### config.mk
export PLATFORM = sky130hd
export DESIGN_NAME = encrypt_ctrl
export DESIGN_NICKNAME = d
export VERILOG_FILES = /design/src/rtl/encrypt_ctrl.sv
export SDC_FILE = /design/constraint.sdc
export NUM_CORES = 1
export LEC_CHECK = 0
export ABC_AREA = 1
export ABC_CLOCK_PERIOD_IN_PS = 3100
export CORE_UTILIZATION = 44
export CTS_CLUSTER_DIAMETER = 60
export DETAILED_ROUTE_END_ITERATION = 7
export GPL_TIMING_DRIVEN = 0
export PLACE_DENSITY_LB_ADDON = 0.08
export REMOVE_ABC_BUFFERS = 1
export SETUP_SLACK_MARGIN = 0.1
export SKIP_CTS_REPAIR_TIMING = 1
export SYNTH_ARGS = -nofsm -noshare
export SYNTH_HDL_FRONTEND = slang
export SYNTH_SLANG_ARGS = --single-unit
### constraint.sdc
create_clock -name clk -period 3.1 [get_ports clk]
set_input_delay 0.775 -clock clk [delete_from_list [all_inputs] [get_ports clk]]
set_output_delay 0.775 -clock clk [all_outputs]
set_load 0.01 [all_outputs]
### src/rtl/encrypt_ctrl.sv
// encrypt_ctrl
// Sequencer for the LWE encrypt datapath. Accepts one job (plaintext plus
// noise/row-select vector) on a valid/ready handshake, then walks rows
// 0..DIMENSION. For each row it reads the public-key row, lets the datapath
// compute and streams the captured ciphertext word out with backpressure.
//
// Ports
//   clk, rst_n        clock, asynchronous active-low reset
//   job_valid/ready   job handshake; job_plaintext, job_noise are the payload
//   pk_rd_en, pk_addr key-memory read strobe and row address (1-cycle latency)
//   enc_plaintext     datapath plaintext, held for the whole job
//   enc_noise_select  datapath noise/row-select vector, held for the whole job
//   enc_row           current row index, zero-extended
//   enc_ciphertext    datapath result, captured at the end of COMPUTE
//   ct_valid/ready    ciphertext output handshake
//   ct_data, ct_index ciphertext word and its row index
//   ct_last           word belongs to row DIMENSION
//   busy              a job is in flight
//   done              one-cycle pulse after the final word handshakes
module encrypt_ctrl #(
    parameter int PLAINTEXT_WIDTH  = 6,
    parameter int CIPHERTEXT_WIDTH = 10,
    parameter int DIMENSION        = 10,
    parameter int BIG_N            = 30,
    parameter int ROW_ADDR_WIDTH   = 4
) (
    input  logic                        clk,
    input  logic                        rst_n,
    input  logic                        job_valid,
    output logic                        job_ready,
    input  logic [PLAINTEXT_WIDTH-1:0]  job_plaintext,
    input  logic [BIG_N-1:0]            job_noise,
    output logic                        pk_rd_en,
    output logic [ROW_ADDR_WIDTH-1:0]   pk_addr,
    output logic [PLAINTEXT_WIDTH-1:0]  enc_plaintext,
    output logic [BIG_N-1:0]            enc_noise_select,
    output logic [DIMENSION:0]          enc_row,
    input  logic [CIPHERTEXT_WIDTH-1:0] enc_ciphertext,
    output logic                        ct_valid,
    input  logic                        ct_ready,
    output logic [CIPHERTEXT_WIDTH-1:0] ct_data,
    output logic [ROW_ADDR_WIDTH-1:0]   ct_index,
    output logic                        ct_last,
    output logic                        busy,
    output logic                        done
);

    typedef enum logic [1:0] {
        IDLE    = 2'd0,
        FETCH   = 2'd1,
        COMPUTE = 2'd2,
        EMIT    = 2'd3
    } state_t;

    localparam logic [ROW_ADDR_WIDTH-1:0] LAST_ROW = ROW_ADDR_WIDTH'(DIMENSION);

    state_t                        state_reg, state_next;
    logic [PLAINTEXT_WIDTH-1:0]    plaintext_reg, plaintext_next;
    logic [BIG_N-1:0]              noise_reg, noise_next;
    logic [ROW_ADDR_WIDTH-1:0]     row_reg, row_next;
    logic [CIPHERTEXT_WIDTH-1:0]   ct_data_reg, ct_data_next;
    logic [ROW_ADDR_WIDTH-1:0]     ct_index_reg, ct_index_next;
    logic                          ct_last_reg, ct_last_next;
    logic                          ct_valid_reg, ct_valid_next;
    logic                          done_reg, done_next;

    always_ff @(posedge clk or negedge rst_n) begin
        if (!rst_n) begin
            state_reg     <= IDLE;
            plaintext_reg <= '0;
            noise_reg     <= '0;
            row_reg       <= '0;
            ct_data_reg   <= '0;
            ct_index_reg  <= '0;
            ct_last_reg   <= 1'b0;
            ct_valid_reg  <= 1'b0;
            done_reg      <= 1'b0;
        end else begin
            state_reg     <= state_next;
            plaintext_reg <= plaintext_next;
            noise_reg     <= noise_next;
            row_reg       <= row_next;
            ct_data_reg   <= ct_data_next;
            ct_index_reg  <= ct_index_next;
            ct_last_reg   <= ct_last_next;
            ct_valid_reg  <= ct_valid_next;
            done_reg      <= done_next;
        end
    end

    always_comb begin
        state_next     = state_reg;
        plaintext_next = plaintext_reg;
        noise_next     = noise_reg;
        row_next       = row_reg;
        ct_data_next   = ct_data_reg;
        ct_index_next  = ct_index_reg;
        ct_last_next   = ct_last_reg;
        ct_valid_next  = ct_valid_reg;
        done_next      = 1'b0;

        case (state_reg)
            IDLE: begin
                if (job_valid && job_ready) begin
                    plaintext_next = job_plaintext;
                    noise_next     = job_noise;
                    row_next       = '0;
                    state_next     = FETCH;
                end
            end
            FETCH: begin
                state_next = COMPUTE;
            end
            COMPUTE: begin
                // Key-memory data arrived this cycle, so the datapath result
                // is valid now and is captured at this edge.
                ct_data_next  = enc_ciphertext;
                ct_index_next = row_reg;
                ct_last_next  = (row_reg == LAST_ROW);
                ct_valid_next = 1'b1;
                state_next    = EMIT;
            end
            EMIT: begin
                if (ct_ready) begin
                    ct_valid_next = 1'b0;
                    if (row_reg == LAST_ROW) begin
                        done_next  = 1'b1;
                        state_next = IDLE;
                    end else begin
                        row_next   = row_reg + ROW_ADDR_WIDTH'(1);
                        state_next = FETCH;
                    end
                end
            end
            default: state_next = IDLE;
        endcase
    end

    // The IDLE-return cycle (done high) still refuses a new job.
    assign job_ready        = (state_reg == IDLE) && !done_reg;
    assign busy             = (state_reg != IDLE);
    assign done             = done_reg;
    assign pk_rd_en         = (state_reg == FETCH);
    assign pk_addr          = row_reg;
    assign enc_plaintext    = plaintext_reg;
    assign enc_noise_select = noise_reg;
    assign ct_valid         = ct_valid_reg;
    assign ct_data          = ct_data_reg;
    assign ct_index         = ct_index_reg;
    assign ct_last          = ct_last_reg;

    // Zero-extend the row index onto the datapath row bus.
    generate
        for (genvar gi = 0; gi <= DIMENSION; gi++) begin : g_enc_row
            if (gi < ROW_ADDR_WIDTH) begin : g_bit
                assign enc_row[gi] = row_reg[gi];
            end else begin : g_zero
                assign enc_row[gi] = 1'b0;
            end
        end
    endgenerate

endmodule

==> reports/metrics.yaml <==
route:
  wl_um: 6460
  drc: 0
  ant_nets: 0
  vias_per_cell: 4.83
  vias: 2378
  initialDrtViolationCount: 189
  first_pass_iters: 4
  wire_per_inst_um: 13.1
job:
  maxCapViolations: 0
synthesis:
  synth-simple-area-share: 0.296
  synth_warnings: 0
  synth.area.mux_share: 0
  synth-compound-area-share: 0.0191
  postSynthAreaPerCell_um2: 8.66
  yosysTopAreaCellShare: 0.565
  synth_top_family_by_area: "simple AND/OR/NAND/NOR gates"
  synth_cell_type_count: 19
  synthTopCellsByArea: "dfrtp_1 56%, nand2_1 20%, nand3_1 7.5%"
  yosys_register_bits: 59
  synth_adder_area_share: 0.0335
  ys_seq_area_frac: 0.565
  synth_top_area_cell: "dfrtp_1"
  netlist_instances: 302
  synth_xor_area_frac: 0
  synth_area_um2: 2620
critical_path:
  cp-start-kind: "flop"
  crit_type: "flop to primary output"
  reg2regPathDepth: 9
  worst_r2r_endpoint: "enc_noise_select[8]"
  arrival_ns: 2.02
  worst_ep_required_time_ns: 2.32
  critPathMaxFanout: 13
  setup.worst_path.end_class: "primary output"
  reg2reg_from: "state_reg[1]"
  ff2ff_setup_slack_ns: 1.02
clock_tree:
  clockBufferDepth: 2
  cts_tree: "yes"
  cts_root_buf: "clkbuf_8"
  clkTransAtPathRegs_ns: 0.06
  clk_latency_ns: 0.32
  htreeDepth: 3
  cts_buffers: 9
  cts.sinks: 59
timing:
  finalCritPeriodShare: 0.901
  slew_headroom: 0.451
  slew_violations: 0
  setup_violations: 0
  skew_ns: 0.00692
  timing.final.crit_period_ns: 2.79
  max_freq_mhz: 358
  hold_violations: 0
  max_slew.worst_pin.slew_ns: 0.822
  rsz0062_at_grt: "false"
die:
  initial_core_util: 0.466
  die_w_um: 79.1
  num_rows: 27
  die_y_um: 79.1
  die-area_um2: 6260
  core_area_um2: 5610
  ios: 121
final_layout:
  synthToLayoutAreaGrowth_pct: 51.3
  fillers: 466
  drive_above_1_share: 0.0667
  final_nets: 472
  largest_register_ffs: 30
  post-route-cell-area_um2: 3960
  ff_latch_area_um2: 1480
  utilization: 0.706
  multi_input_area_um2: 945
  antenna_cells: 0
global_routing:
  grt_pass1_vias: 2190
  grt_overflow: 0
  grt_pass1_wl_um: 10400
  grt_usage: 0.215
  antenna_found_initial: 0
  grt_max_degree: 40
place:
  dp_hpwl_um: 4160
  gp_congestion: 0.811
  portBuffers: 113
  place_area_um2: 3690
status:
  outcome: "finished, final reports clean"
pwr:
  ir_worst_vdd_v: 0.000505
  leakagePower_nw: 1.95
  power_density_nw_per_um2: 970
  finalPower_w: 0.00384
worst_hold_path:
  hold_class: "primary input to asynchronous set/reset pin"
## Yosys cell counts
| master | count |
|---|---|
| clkinv_1 | 1 |
| nor2_2 | 1 |
| nand3_1 | 39 |
| ha_1 | 7 |
| nand2_2 | 2 |
| o21ai_0 | 7 |
| nor2_1 | 7 |
| nor2_4 | 1 |
| buf_6 | 4 |
| nand2_1 | 136 |
| inv_1 | 10 |
| buf_2 | 7 |
| dfrtp_1 | 59 |
| a21oi_1 | 3 |
| clkbuf_1 | 1 |
| nand4_1 | 2 |
| buf_4 | 12 |
| inv_2 | 2 |
| conb_1 | 1 |
## logic make-up (layout without fill, tap and decap cells)
logic type                 count (synthesis)  after routing
other                                      1              7
DFF                                       59             59
adders and majority gates                  7              7
buffers and inverters                     37            148
and+or+nand+nor                          188            189
AOI/OAI and AO/OA                         10             10
## metrics by stage
stage                     hold WS [ns]  setup slack, ns  instances  setup TNS, ns
final                            0.451            0.307        492              0
after floorplan                  0.479             1.09        284              0
after global placement           0.453           -0.663        469         -51.61
after CTS                        0.462           -0.220        486         -0.220
after detailed placement         0.458            0.152        470              0
after global routing             0.487            0.225        492              0
## critical path: stages (launching register included)
cell	delay, ns
dfrtp_1	0.40
inv_1	0.14
ha_1	0.24
inv_2	0.10
nor2_4	0.13
buf_12	0.14
clkdlybuf4s50_1	0.53
## report_power, final
group	switching (W)	leakage (nW)	internal, W
Sequential	0.000188	0.744	0.00110
Combinational	0.000899	1.10	0.000931
Clock	0.000280	0.104	0.000439
Total	0.00137	1.95	0.00247
## cell type report
class | count | share of cell area
Tap cell | 72 | 0.0228
Inverter | 13 | 0.0123
Sequential cell | 59 | 0.373
Timing Repair Buffer | 119 | 0.301
Clock inverter | 1 | 0.00759
Clock buffer | 15 | 0.0446
Multi-Input combinational cell | 213 | 0.239
## worst max path at each step
stage               slack (ns)            to    startpoint
floorplan                 1.09     job_ready  state_reg[0]
global placement         -0.66  state_reg[1]         rst_n
detailed placement        0.15     job_ready  state_reg[1]
CTS                      -0.22     job_ready  state_reg[1]
global route              0.23     job_ready  state_reg[0]
finish                    0.31     job_ready  state_reg[1]
## metal layers
| layer | vias up | part of all wire | global-route usage |
|---|---|---|---|
| met1 | 1120 | 0.46 | 0.287 |
| met3 | 12 | 0.068 | 0.0517 |
| met4 | 0 | 0.021 | 0.0945 |
| met5 | - | 0 | 0 |
| li1 | 1155 | - | - |
| met2 | 91 | 0.45 | 0.331 |
## layout by cell type, fill, tap and decap left out
| cell type | instances |
|---|---|
| buf_4 | 4 |
| conb_1 | 7 |
| ha_1 | 7 |
| nor2_2 | 2 |
| clkdlybuf4s50_1 | 111 |
| dfrtp_1 | 59 |
| nor2_4 | 1 |
| inv_1 | 10 |
| buf_12 | 2 |
| nand2_2 | 2 |
| inv_2 | 2 |
| a21oi_1 | 3 |
| clkbuf_1 | 3 |
| bufinv_16 | 1 |
| nand2_1 | 136 |
| clkbuf_8 | 12 |
| o21ai_0 | 7 |
| nand3_1 | 39 |
| nand4_1 | 2 |
| clkinv_1 | 1 |
| nor2_1 | 7 |
| buf_2 | 2 |
No activity file was read; power rests on OpenSTA's default activity.
